--- src/rtl/nabp_shifter_pkg.sv ---
// Shared types and constants for the NABP shifter array.
// Build option: define NABP_SHIFTER_HALF_OFFSET_EN to start every shift-phase
// accumulator at 0.5 (round-to-nearest mapping) instead of 0 (floor mapping).
package nabp_shifter_pkg;

  typedef enum logic [1:0] {
    StReady    = 2'd0,
    StFill     = 2'd1,
    StFillDone = 2'd2,
    StShift    = 2'd3
  } state_e;

`ifdef NABP_SHIFTER_HALF_OFFSET_EN
  localparam bit AccuInitHalf = 1'b1;
`else
  localparam bit AccuInitHalf = 1'b0;
`endif

  // Counter wide enough to hold the value n itself.
  function automatic int unsigned cnt_width(int unsigned n);
    return $clog2(n + 1);
  endfunction

  // Accumulator start value for a fraction of the given width.
  function automatic int unsigned accu_init(int unsigned frac);
    return AccuInitHalf ? (32'd1 << (frac - 1)) : 32'd0;
  endfunction

endpackage

--- src/rtl/nabp_shifter_lane.sv ---
// One filter-mapper lane: latched base, fractional accumulator and strobe flop.
// The strobe is the carry out of the accumulator, i.e. an integer crossing.
module nabp_shifter_lane
  import nabp_shifter_pkg::*;
#(
  parameter int unsigned ACCU_FRAC = 10
) (
  input  logic                 clk,
  input  logic                 reset_n,
  input  logic                 load,
  input  logic                 step,
  input  logic                 clear,
  input  logic [ACCU_FRAC-1:0] base_in,
  output logic                 strobe
);

  localparam logic [ACCU_FRAC-1:0] AccuInit = ACCU_FRAC'(accu_init(ACCU_FRAC));

  logic [ACCU_FRAC-1:0] base_q;
  logic [ACCU_FRAC-1:0] accu_q;
  logic                 strobe_q;
  logic [ACCU_FRAC:0]   sum_load;
  logic [ACCU_FRAC:0]   sum_step;

  // Load folds in the first step so the strobe for shift cycle 1 is ready in cycle 1.
  always_comb begin
    sum_load = {1'b0, AccuInit} + {1'b0, base_in};
    sum_step = {1'b0, accu_q} + {1'b0, base_q};
  end

  // Base latch, accumulate with wrap modulo 1, strobe on carry.
  always_ff @(posedge clk or negedge reset_n) begin
    if (!reset_n) begin
      base_q   <= '0;
      accu_q   <= '0;
      strobe_q <= 1'b0;
    end else if (load) begin
      base_q               <= base_in;
      {strobe_q, accu_q}   <= sum_load;
    end else if (step) begin
      {strobe_q, accu_q}   <= sum_step;
    end else if (clear) begin
      accu_q   <= '0;
      strobe_q <= 1'b0;
    end
  end

  assign strobe = strobe_q;

endmodule

--- src/rtl/nabp_shifter_array.sv ---
// NABP shifter array: fill/shift sequencer driving NUM_CH filter-mapper lanes.
// Fill holds every lane enabled for FILL_LEN cycles; shift strobes each lane on
// its own accumulator carries for IMAGE_SIZE cycles.
// Build option NABP_SHIFTER_HALF_OFFSET_EN selects the accumulator start value.
module nabp_shifter_array
  import nabp_shifter_pkg::*;
#(
  parameter int unsigned NUM_CH     = 4,
  parameter int unsigned IMAGE_SIZE = 128,
  parameter int unsigned FILL_LEN   = 16,
  parameter int unsigned ACCU_FRAC  = 10
) (
  input  logic                          clk,
  input  logic                          reset_n,
  input  logic [NUM_CH*ACCU_FRAC-1:0]   sl_accu_base,
  input  logic                          sc_fill_kick,
  input  logic                          sc_shift_kick,
  output logic                          sc_fill_done,
  output logic                          sc_shift_done,
  output logic [NUM_CH-1:0]             fm_shift_enable,
  output logic                          busy
);

  localparam int unsigned FillW  = cnt_width(FILL_LEN);
  localparam int unsigned ShiftW = cnt_width(IMAGE_SIZE);
  localparam logic [FillW-1:0]  FillLast  = FillW'(FILL_LEN);
  localparam logic [ShiftW-1:0] ShiftLast = ShiftW'(IMAGE_SIZE);

  state_e              state_q;
  logic [FillW-1:0]    fill_cnt_q;
  logic [ShiftW-1:0]   shift_cnt_q;
  logic                fill_en_q;
  logic                fill_done_q;
  logic                shift_done_q;
  logic                busy_q;
  logic                lane_load;
  logic                lane_step;
  logic                lane_clear;
  logic [NUM_CH-1:0]   lane_strobe;

  // Counters hold the number of the cycle currently shown on the outputs (1-based).
  always_ff @(posedge clk or negedge reset_n) begin
    if (!reset_n) begin
      state_q      <= StReady;
      fill_cnt_q   <= '0;
      shift_cnt_q  <= '0;
      fill_en_q    <= 1'b0;
      fill_done_q  <= 1'b0;
      shift_done_q <= 1'b0;
      busy_q       <= 1'b0;
    end else begin
      case (state_q)
        StReady: begin
          if (sc_fill_kick) begin
            state_q     <= StFill;
            fill_cnt_q  <= FillW'(1);
            fill_en_q   <= 1'b1;
            fill_done_q <= (FillLast == FillW'(1));
            busy_q      <= 1'b1;
          end
        end
        StFill: begin
          if (fill_cnt_q == FillLast) begin
            state_q     <= StFillDone;
            fill_cnt_q  <= '0;
            fill_en_q   <= 1'b0;
            fill_done_q <= 1'b0;
          end else begin
            fill_cnt_q  <= fill_cnt_q + FillW'(1);
            fill_done_q <= ((fill_cnt_q + FillW'(1)) == FillLast);
          end
        end
        StFillDone: begin
          if (sc_shift_kick) begin
            state_q      <= StShift;
            shift_cnt_q  <= ShiftW'(1);
            shift_done_q <= (ShiftLast == ShiftW'(1));
          end
        end
        StShift: begin
          if (shift_cnt_q == ShiftLast) begin
            state_q      <= StReady;
            shift_cnt_q  <= '0;
            shift_done_q <= 1'b0;
            busy_q       <= 1'b0;
          end else begin
            shift_cnt_q  <= shift_cnt_q + ShiftW'(1);
            shift_done_q <= ((shift_cnt_q + ShiftW'(1)) == ShiftLast);
          end
        end
        default: begin
          state_q <= StReady;
          busy_q  <= 1'b0;
        end
      endcase
    end
  end

  // Lane controls: load on the shift kick, step through the pass, clear on exit.
  always_comb begin
    lane_load  = (state_q == StFillDone) && sc_shift_kick;
    lane_step  = (state_q == StShift) && (shift_cnt_q != ShiftLast);
    lane_clear = (state_q == StShift) && (shift_cnt_q == ShiftLast);
  end

  for (genvar c = 0; c < NUM_CH; c++) begin : g_lane
    nabp_shifter_lane #(
      .ACCU_FRAC(ACCU_FRAC)
    ) u_lane (
      .clk     (clk),
      .reset_n (reset_n),
      .load    (lane_load),
      .step    (lane_step),
      .clear   (lane_clear),
      .base_in (sl_accu_base[c*ACCU_FRAC +: ACCU_FRAC]),
      .strobe  (lane_strobe[c])
    );
  end

  // Lane strobes are zero outside shift, so OR-ing in the fill enable is safe.
  assign fm_shift_enable = lane_strobe | {NUM_CH{fill_en_q}};
  assign sc_fill_done    = fill_done_q;
  assign sc_shift_done   = shift_done_q;
  assign busy            = busy_q;

endmodule

--- config.mk ---
export PLATFORM = sky130hd
export DESIGN_NAME = nabp_shifter_array
export DESIGN_NICKNAME = d
export VERILOG_FILES = /design/src/rtl/nabp_shifter_pkg.sv /design/src/rtl/nabp_shifter_lane.sv /design/src/rtl/nabp_shifter_array.sv
export SDC_FILE = /design/constraint.sdc
export NUM_CORES = 1
export LEC_CHECK = 0
export CORE_MARGIN = 8
export CORE_UTILIZATION = 63
export CTS_BUF_LIST = sky130_fd_sc_hd__clkbuf_16
export CTS_CLUSTER_SIZE = 40
export DETAILED_ROUTE_END_ITERATION = 12
export GPL_TIMING_DRIVEN = 0
export PLACE_DENSITY = 0.95
export SLEW_MARGIN = 40
export SYNTH_ARGS = -nofsm -noshare
export SYNTH_HDL_FRONTEND = slang
export SYNTH_SLANG_ARGS = --single-unit
--- constraint.sdc ---
create_clock -name clk -period 3.2 [get_ports clk]
set_input_delay 0.64 -clock clk [delete_from_list [all_inputs] [get_ports clk]]
set_output_delay 0.64 -clock clk [all_outputs]
set_load 0.02 [all_outputs]
; After elaboration in Yosys (flattened, before gate mapping)
; Cells that the tools add are included.
[classes]
add_sub_neg = 6
n_eq_ne = 12
muxes = 40
bitwise = 1
reduce_logical = 13
[ops]
columns = cell, n
row1 = 10-bit two-way mux, 9
row2 = 10-bit by 10-bit adder with 11-bit output, 4
row3 = 8-bit == test (second input constant), 2
row4 = 1-bit two-way mux, 16
row5 = 8-bit two-way mux, 2
row6 = 8-bit case mux with 2 select lines, 1
row7 = 5-bit == test (second input constant), 2
row8 = 5-bit two-way mux, 2
row9 = 5-bit case mux with 2 select lines, 1
row10 = 8-bit by 1-bit adder with 8-bit output (second input constant), 1
row11 = 2-bit two-way mux, 4
row12 = 2-bit != test (second input constant), 4
row13 = 8-bit != test (second input constant), 1
row14 = 1-bit case mux with 2 select lines, 4
row15 = 2-bit case mux with 4 select lines, 1
row16 = 3-bit AND reduction, 2
row17 = 2-bit nonzero test, 3
row18 = 5-bit by 1-bit adder with 5-bit output (second input constant), 1
row19 = 2-bit == test (second input constant), 2
row20 = 4-bit bitwise OR, 1
row21 = 2-bit AND reduction, 2
row22 = 4-bit AND reduction, 1
row23 = 1-bit logical AND, 3
row24 = 3-bit nonzero test, 1
row25 = 2 further kinds, 2
[word_totals]
regBits = 103
input_bits = 44
out_inout_bits = 7
word_cells = 91

; Logic depth before layout (Yosys ltp)
; Gate-level depths: netlist (run 1).
[depth]
depth_word = 5
mapped_depth = 9
depth_no_buf = 8

; Cells and area by module
; Synthesis (run 1) repeated with hierarchy kept, for this count alone.
[unflattened]
hier_cells = 632
area_unflattened_um2 = 6373.6
[modules_own_cells]
columns = mod, instances, cells_each, area_per_inst_um2, seq_area_each_um2
row1 = nabp_shifter_lane (g_lane[0].u_lane ...), 3, 125, 1286.2, 525.5
row2 = nabp_shifter_lane (g_lane[3].u_lane), 1, 125, 1285.0, 525.5
row3 = nabp_shifter_array, 1, 132, 1229.9, 475.5

; Least setup slack after synthesis (run 1)
; No wires, ideal clock.
[synth_timing]
path_kind = reg2reg
startpoint = register shift_cnt_q[0]
endpoint = register state_q[1]
setup_time_ps = 125
arrival_ps = 1942
required_ps = 3075
setup_slack_ps = 1133
path_stages_with_launch = 8
period_less_slack_ps = 2067
cell_sequence = dfrtp_1 inv_1 ha_1 or4b_1 or2_4 a21oi_2 nand3_2 mux2_4
[synth_between]
elab_chain_len = 3
[synth_lines]
columns = element, line_no
row1 = start: declaration, nabp_shifter_array.sv:31  ; logic [ShiftW-1:0] shift_cnt_q;
row2 = start signal: assignment, nabp_shifter_array.sv:76  ; shift_cnt_q <= ShiftW'(1);
row3 = start signal: assignment, nabp_shifter_array.sv:87  ; shift_cnt_q <= shift_cnt_q + ShiftW'(1);
row4 = 8-bit == test, nabp_shifter_array.sv:81  ; if (shift_cnt_q == ShiftLast) begin
row5 = 2-bit != test (no source line), n/a
row6 = 4-bit AND reduction (no source line), n/a
row7 = end signal: assignment, nabp_shifter_array.sv:75  ; state_q <= StShift;
row8 = end signal: assignment, nabp_shifter_array.sv:82  ; state_q <= StReady;
row9 = end signal: assignment, nabp_shifter_array.sv:92  ; state_q <= StReady;
row10 = end: declaration, nabp_shifter_array.sv:29  ; state_e state_q;
; Every way passes these cells.
; A chain may end at the register's enable or synchronous reset.

; Final worst setup path (run 1)
[layout_timing]
startpoint = register state_q[0]
endpoint = register g_lane[2].u_lane.accu_q[9]
[layout_between]
elab_chain_len = 4
elab_cells_between_ends = 8
[layout_lines]
columns = element, line_no
row1 = start signal: assignment, nabp_shifter_array.sv:44  ; state_q <= StReady;
row2 = start signal: assignment, nabp_shifter_array.sv:55  ; state_q <= StFill;
row3 = start signal: assignment, nabp_shifter_array.sv:64  ; state_q <= StFillDone;
row4 = 2-bit == test, "nabp_shifter_array.sv:102, nabp_shifter_array.sv:103"
row5 = 1-bit logical AND, nabp_shifter_array.sv:102  ; lane_step = (state_q == StShift) && (shift_cnt_q != ShiftLast);
row6 = 10-bit two-way mux, nabp_shifter_lane.sv:40  ; end else if (step) begin
row7 = 10-bit two-way mux, nabp_shifter_lane.sv:37  ; end else if (load) begin
row8 = end signal: assignment, nabp_shifter_lane.sv:39  ; {strobe_q, accu_q} <= sum_load;
row9 = end signal: assignment, nabp_shifter_lane.sv:41  ; {strobe_q, accu_q} <= sum_step;
row10 = end: declaration, nabp_shifter_lane.sv:20  ; logic [ACCU_FRAC-1:0] accu_q;
; Several ways; a longest one is shown, not always the timed one.

==> summary.txt, run 1 <==
Yosys
  – Syn_area_per_cell: just over 9 sq um
  – Flops & latches, synth: 103
  – Dominant register cell in the synthesized netlist: dfrtp_1
  – Synth Cell Area: 5990 sq um
  – Distinct cells, synth: 53
  – Post-synth ARST share: 1.00
  – Syn Inst Count: 646
  – Ys Warns: 0
  – Post-synth EDFFs: 0
  – Syn_nets: about 750
  – Sequential area share after synthesis: 0.430

Timing
  – Slew Viols, Final: 0
  – Slew @ Worst Pin: 0.797 ns
  – Min Tclk post-route: 2.96 ns
  – Final setup viols: 0
  – RSZ-0062 raised after global routing: false
  – Hold_ws: ~0.17 ns
  – Crit share post-route: 0.924
  – Worst clock skew: 0.0129 ns
  – Slew HR: 0.467
  – Hold Violations, Final: 0
  – PnR worst setup slack: 0.245 ns
  – Fmax: 338 MHz

Placed design
  – Area after DPL: 6680 sq um
  – Routability Congestion: 0.918
  – Pre-CTS WS: 0.0553 ns
  – IO Port Bufs: 50
  – Post-placement cell count: 826
  – Hpwl dp: 10,700 um

Detailed routing
  – Iteration-0 DRC Markers: 375
  – Vias per inst: 6.21
  – Post-Route WL: about 15,000 um
  – WL/cell: 18.3 um
  – DRT antenna net count: 0
  – Pre-antenna DRT Iters: 7
  – Total number of vias: 5,225
  – Number of remaining DRC errors: 0

Clock network
  – Hold-fix buffers, CTS: 0
  – CTS tree: yes
  – Worst skew pair latency: 0.36 ns
  – Setup bufs post-CTS: 0
  – CTS max path bufs: 2
  – # H-tree levels: 3
  – # resized after CTS: 0
  – CTS sink cnt: 103
  – Clk pin slew, worst setup/hold paths: 0.08 ns
  – Root buffer cell: clkbuf_16
  – TritonCTS Buffers: 9

Floorplan
  – Ports: 51
  – Starting Density: 0.648
  – # rows: 35
  – Die extent in x: 113 um
  – Core box area: 9240 sq um
  – Die area: 12,900 sq um
  – Die height: 113 um

Setup path
  – CP Data Required Time: 3.46 ns
  – Slowest stage cell, crit path: nor2_1
  – Setup CP Type: reg2reg
  – Critical Path Max Stage Delay: about 0.63 ns
  – Crit Path Max Fanout: 10
  – Crit path top cell by count: clkbuf_1
  – WP data arrival: 3.21 ns
  – Crit path cell chain: inv_1, ha_1, clkbuf_1, and2_1, clkbuf_1, nor2_1, clkbuf_1, nand2_1, o211ai_1
  – Worst setup SP type: flip-flop
  – Worst Setup End Kind: flip-flop

Layout
  – Final nets: 807
  – Fin cells: 842
  – Diodes inserted: 0
  – Layout cells sized above 1: 0.0673
  – Total of fill cells in the finished design: 623
  – Area grow syn2layout: 16.5%
  – Cell area after layout: 6970 sq um

GRT
  – First-pass GRT wire length: 25,800 um
  – Gr ovfl total: 0
  – Vias in the first global route: 5,602
  – Total GRT Usage: 0.249
  – Initial antenna violation count: 0
  – Largest net degree at the start of global routing: 61

Pwr
  – Sequential share of power: 0.295
  – Comb power frac: 0.562
  – Sw Share: 0.446
  – NetSw: 0.00342 W
  – Power Density: 1100 nW/um^2
  – Clk pwr share: 0.143
  – Pleak: between 3 and 4 nW
  – Max VDD drop: approximately 0.00066 V
  – Int Pwr: 0.00425 W

Worst hold path
  – Hold crit path type: in2async

Job
  – Max-cap viol count: 0

Run status
  – Status: completed
-- registers in the layout, summed over array words and instances (netlist names) --
signal and cells:
busy 1, sc_fill_done 1, fill_en_q 1, shift_cnt_q 8
g_lane.u_lane.base_q 40, sc_shift_done 1, g_lane.u_lane.strobe 4, state_q 2
fill_cnt_q 5, g_lane.u_lane.accu_q 40
-- cell usage after synthesis, types with 3 or more instances --
master / number / share of area
o31a_1: 4 / 0.0058
and2_1: 3 / 0.0031
o21ai_0: 36 / 0.030
clkbuf_1: 17 / 0.011
and3_1: 4 / 0.0042
a21oi_1: 17 / 0.014
o22ai_1: 4 / 0.0042
a221o_1: 4 / 0.0067
buf_2: 3 / 0.0025
inv_1: 21 / 0.013
a21o_1: 18 / 0.023
a41oi_1: 8 / 0.012
o21a_1: 5 / 0.0063
ha_1: 51 / 0.11
nand2_1: 167 / 0.10
a31oi_1: 5 / 0.0052
o211ai_1: 26 / 0.033
a31o_2: 4 / 0.0058
xor2_1: 23 / 0.034
dfrtp_1: 103 / 0.43
or2_2: 12 / 0.013
nor2_1: 27 / 0.017
xnor2_1: 5 / 0.0073
fa_1: 4 / 0.013
nor2b_1: 9 / 0.0094
nand3_1: 12 / 0.010
o311ai_0: 8 / 0.012
a211oi_1: 11 / 0.014
-- layout make-up --
cell class	instances	area, sq um	share of cell area
clock buffer	9	225	0.0323
multi-input combinational	501	3240	0.465
tap	129	161	0.0231
inverter	21	78.8	0.0113
buffer	21	90.1	0.0129
clock inverter	7	66.3	0.00951
timing repair buffer	51	533	0.0764
sequential	103	2580	0.370
-- worst max-delay path, delay by kind of cell, from the launching register on --
kind,cells,cell delay [ns]
buf+inv,4,1.10
simple gates,3,1.02
flops,1,0.38
fa+ha+maj,1,0.21
compound gates,1,0.15
-- metal layers --
metal / track usage / part of all wire / up-vias
li1: - / - / 2400
met3: 0.0634 / 0.066 / 48
met4: 0.131 / 0.029 / 0
met2: 0.424 / 0.51 / 219
met1: 0.282 / 0.40 / 2558
met5: 0 / 0 / -
-- final timing paths --
check | slack (ns) | from | end | cells past startpoint
max | 0.24 | state_q[0] | g_lane[2].u_lane.accu_q[9] | 9
min | 0.17 | reset_n | g_lane[2].u_lane.accu_q[0] | 1
max reg2reg | 0.24 | state_q[0] | g_lane[2].u_lane.accu_q[9] | 9
min reg2reg | 0.48 | g_lane[0].u_lane.base_q[2] | g_lane[0].u_lane.base_q[2] | 2
max in group asynchronous | 2.43 | reset_n | shift_cnt_q[0] | 2
min in group clk | 0.48 | g_lane[0].u_lane.base_q[2] | g_lane[0].u_lane.base_q[2] | 2
-- power groups by stage --
stage	Combinational (W)	Clock [W]	Sequential (W)
after detailed placement	0.00414	0	0.00226
after global placement	0.00387	0	0.00222
after CTS	0.00426	0.00110	0.00225
final	0.00431	0.00110	0.00226
after global routing	0.00479	0.00115	0.00232
after floorplan	0.00318	0	0.00217
-- layout by cell type (no fill, tap or decap), types with 5 or more instances in the layout --
cell,Yosys,final
a31oi_1,5,5
o21ai_0,36,36
nand3_1,12,12
nand2_1,167,167
o311ai_0,8,8
or2_2,12,12
xor2_1,23,23
o211ai_1,26,26
o21a_1,5,5
clkbuf_16,0,9
xnor2_1,5,5
nor2b_1,9,9
dfrtp_1,103,103
clkbuf_1,17,17
ha_1,51,51
clkdlybuf4s50_1,0,49
nor2_1,27,27
a211oi_1,11,11
inv_1,21,23
a21oi_1,17,17
a41oi_1,8,8
a21o_1,18,18
-- through the flow --
stage | total power (W) | util | setup TNS, ns
final | 0.00767 | 0.755 | 0
after global routing | 0.00826 | 0.755 | 0
after CTS | 0.00761 | 0.755 | 0
after detailed placement | 0.00640 | 0.723 | 0
after global placement | 0.00609 | 0.720 | -227.84
after floorplan | 0.00535 | - | 0
-- cell families (layout without fill, tap and decap cells) --
kind of cell             count (synthesis)  after routing  share of synthesized area
AO/OA/AOI/OAI                          161            161                      0.186
XOR/XNOR                                28             28                     0.0410
adder cells (fa/ha/maj)                 55             55                      0.120
buffers and inverters                   42            109                     0.0282
flip-flops                             103            103                      0.430
multiplexers                             2              2                    0.00418
AND/OR/NAND/NOR                        255            255                      0.190
Note: power is estimated with default switching activity, not from simulation.
==> run 2: changes to the inputs <==
CTS_CLUSTER_SIZE = not set   (was 40)
==> results of run 2 <==
Final layout, timing and power as in run 1 (identical DEF).
==> run 3: changes to the inputs <==
CORE_UTILIZATION = 59   (was 63)
PLACE_DENSITY = 0.91   (was 0.95)
clock period = 3.06 ns   (was 3.2 ns; I/O delays follow)
==> run 3 against run 2 <==
Against the previous run:
- non-clock buffer count is 1 lower
- global-route usage is 1.8 points lower
- die area is 5.8% higher
- via count is 1.8% lower
- largest cell class unchanged
==> summary.txt, run 3 (synthesized netlist as in run 1, its figures left out) <==
Layout
  – Most frequent cells in the layout: nand2_1 (167), dfrtp_1 (103), ha_1 (51), clkdlybuf4s50_1 (49), o21ai_0 (36) (unchanged)
  – Total of fill cells in the finished design: 740 (was 623)
  – Area of the multi-input gates: 3240 sq um (about the same)
  – Most common cell after layout, fill and taps aside: nand2_1 (unchanged)
  – Area grow syn2layout: 16.1% (was 16.5%)
  – Diodes inserted: 0 (unchanged)
  – Fin cells: 845 (was 842)
  – Top flop regs: g_lane.u_lane.accu_q (40), g_lane.u_lane.base_q (40), shift_cnt_q (8) (unchanged)
  – FF+latch area: 2580 sq um (unchanged)
  – Layout cells sized above 1: 0.0688 (was 0.0673)
  – Final nets: 806 (was 807)

Setup path
  – CP Data Required Time: 3.24 ns (was 3.46 ns)
  – CP delay by family, top: buffers and inverters (unchanged)
  – Crit Path Max Fanout: 10 (unchanged)
  – Worst setup SP type: flip-flop (unchanged)
  – WP data arrival: 2.94 ns (was 3.21 ns)
  – Setup CP Type: reg2reg (unchanged)
  – Worst Setup End Kind: flip-flop (unchanged)
  – CP Buf/Inv Count: 4 (unchanged)
  – Slowest stage cell, crit path: clkbuf_1 (was nor2_1)
  – Crit path cell chain: inv_1, ha_1, clkbuf_1, and2_1, clkbuf_1, nor2_2, clkbuf_1, nand2_1, o311ai_0 (was inv_1, ha_1, clkbuf_1, and2_1, clkbuf_1, nor2_1, clkbuf_1, nand2_1, o211ai_1)
  – Crit path top cell by count: clkbuf_1 (unchanged)
  – Critical Path Max Stage Delay: 0.57 ns (was 0.63 ns)

Placed design
  – Post-placement cell count: 830 (was 826)
  – Routability Congestion: 0.848 (was 0.918)
  – IO Port Bufs: 50 (unchanged)
  – Hpwl dp: 10,800 um (was 10,700 um)
  – Pre-CTS WS: -0.0818 ns (was 0.0553 ns)

Timing
  – PnR worst setup slack: 0.306 ns (was 0.245 ns)
  – Crit share post-route: 0.900 (was 0.924)
  – Fmax: 363 MHz (was 338 MHz)
  – Slew Viols, Final: 0 (unchanged)
  – RSZ-0062 raised after global routing: false (unchanged)
  – Worst clock skew: 0.0107 ns (was 0.0129 ns)
  – Final setup viols: 0 (unchanged)
  – Min Tclk post-route: 2.75 ns (was 2.96 ns)
  – Slew @ Worst Pin: 0.675 ns (was 0.797 ns)
  – Hold Violations, Final: 0 (unchanged)
  – Slew HR: 0.545 (was 0.467)

Pwr
  – Power Density: 1130 nW/um^2 (was 1100 nW/um^2)
  – Sequential share of power: 0.301 (was 0.295)
  – Max VDD drop: 0.000611 V (was 0.000660 V)
  – Int Pwr: 0.00435 W (was 0.00425 W)
  – Sw Share: 0.444 (was 0.446)
  – NetSw: 0.00348 W (was 0.00342 W)
  – Pleak: 3.31 nW (was 3.33 nW)
  – Clk pwr share: 0.135 (was 0.143)
  – Comb power frac: 0.564 (was 0.562)

Clock network
  – CTS sink cnt: 103 (unchanged)
  – CTS tree: yes (unchanged)
  – # H-tree levels: 3 (unchanged)
  – Clk pin slew, worst setup/hold paths: 0.07 ns (was 0.08 ns)
  – Hold-fix buffers, CTS: 0 (unchanged)
  – Setup bufs post-CTS: 0 (unchanged)
  – Worst skew pair latency: 0.35 ns (was 0.36 ns)
  – TritonCTS Buffers: 9 (unchanged)
  – Root buffer cell: clkbuf_16 (unchanged)
  – CTS max path bufs: 2 (unchanged)

Detailed routing
  – Number of remaining DRC errors: 0 (unchanged)
  – DRT antenna net count: 0 (unchanged)
  – Total number of vias: 5,131 (was 5,225)
  – Post-Route WL: 14,900 um (was 15,400 um)
  – WL/cell: 17.6 um (was 18.3 um)
  – Pre-antenna DRT Iters: 5 (was 7)
  – Iteration-0 DRC Markers: 484 (was 375)
  – Vias per inst: 6.07 (was 6.21)

Floorplan
  – Die extent in x: 117 um (was 113 um)
  – Starting Density: 0.610 (was 0.648)
  – Core box area: 9820 sq um (was 9240 sq um)
  – Die height: 117 um (was 113 um)
  – # rows: 36 (was 35)
  – Die area: 13,600 sq um (was 12,900 sq um)
  – Ports: 51 (unchanged)

GRT
  – Vias in the first global route: 5,323 (was 5,602)
  – Gr ovfl total: 0 (unchanged)
  – Largest net degree at the start of global routing: 67 (was 61)
  – Initial antenna violation count: 0 (unchanged)
  – First-pass GRT wire length: 24,700 um (was 25,800 um)
  – Total GRT Usage: 0.231 (was 0.249)

Job
  – Max-cap viol count: 0 (unchanged)

Worst hold path
  – Hold crit path type: in2async (unchanged)

Run status
  – Status: completed (unchanged)
-- run 3: cell count changes in the layout (fill, tap and decap cells not counted), sizes merged --
cell | previous run | this run
clkinvlp | 2 | 4
clkbuf | 26 | 25
clkinv | 2 | 1
bufinv | 1 | 0
-- run 3: area by class of cell --
cell class              count  share of cell area
clock inverters             7             0.00612
plain buffers              20              0.0124
clock buffers               9              0.0324
flip-flops and latches    103               0.371
repair buffers             51              0.0766
multi-input cells         501               0.467
well taps                 133              0.0239
inverters                  21              0.0113
-- run 3: worst paths after layout --
check	from	end	slack, ns	cells past startpoint
max in group asynchronous	reset_n	g_lane[3].u_lane.base_q[0]	2.31	2
min reg2reg	g_lane[1].u_lane.base_q[0]	g_lane[1].u_lane.base_q[0]	0.48	2
min in group clk	g_lane[1].u_lane.base_q[0]	g_lane[1].u_lane.base_q[0]	0.48	2
max reg2reg	state_q[0]	g_lane[3].u_lane.accu_q[3]	0.31	9
max	state_q[0]	g_lane[3].u_lane.accu_q[3]	0.31	9
min	reset_n	g_lane[2].u_lane.base_q[7]	0.13	1
-- run 3: per-layer routing --
layer,GRT usage,up-vias,part of all wire
met4,0.0947,0,0.022
met3,0.0476,35,0.056
met5,0,-,0
li1,-,2403,-
met1,0.274,2532,0.41
met2,0.401,161,0.51
-- run 3: metrics by stage --
stage          hold WS [ns]  instance area [sq um]  utilization  setup TNS (ns)  total power [W]
6_report              0.126                   6950        0.708               0          0.00783
5_1_grt               0.147                   6950        0.708               0          0.00847
4_1_cts               0.132                   6960        0.708               0          0.00781
3_5_place_dp          0.468                   6690        0.681          -0.431          0.00671
3_3_place_gp          0.462                   6660        0.678         -237.03          0.00638
2_1_floorplan         0.316                   5990            -               0          0.00559
-- run 3: timing repair --
action,in CTS,in global routing
hold endpoints to repair,0,0
gates resized for setup,0,1
setup endpoints to repair,0,5
-- run 3: power by group through the flow --
stage                     registers, W  logic, W  clock network (W)
after floorplan                0.00227   0.00333                  0
after global placement         0.00232   0.00406                  0
after detailed placement       0.00237   0.00434                  0
after CTS                      0.00235   0.00439            0.00107
after global routing           0.00242   0.00493            0.00112
final                          0.00236   0.00442            0.00106
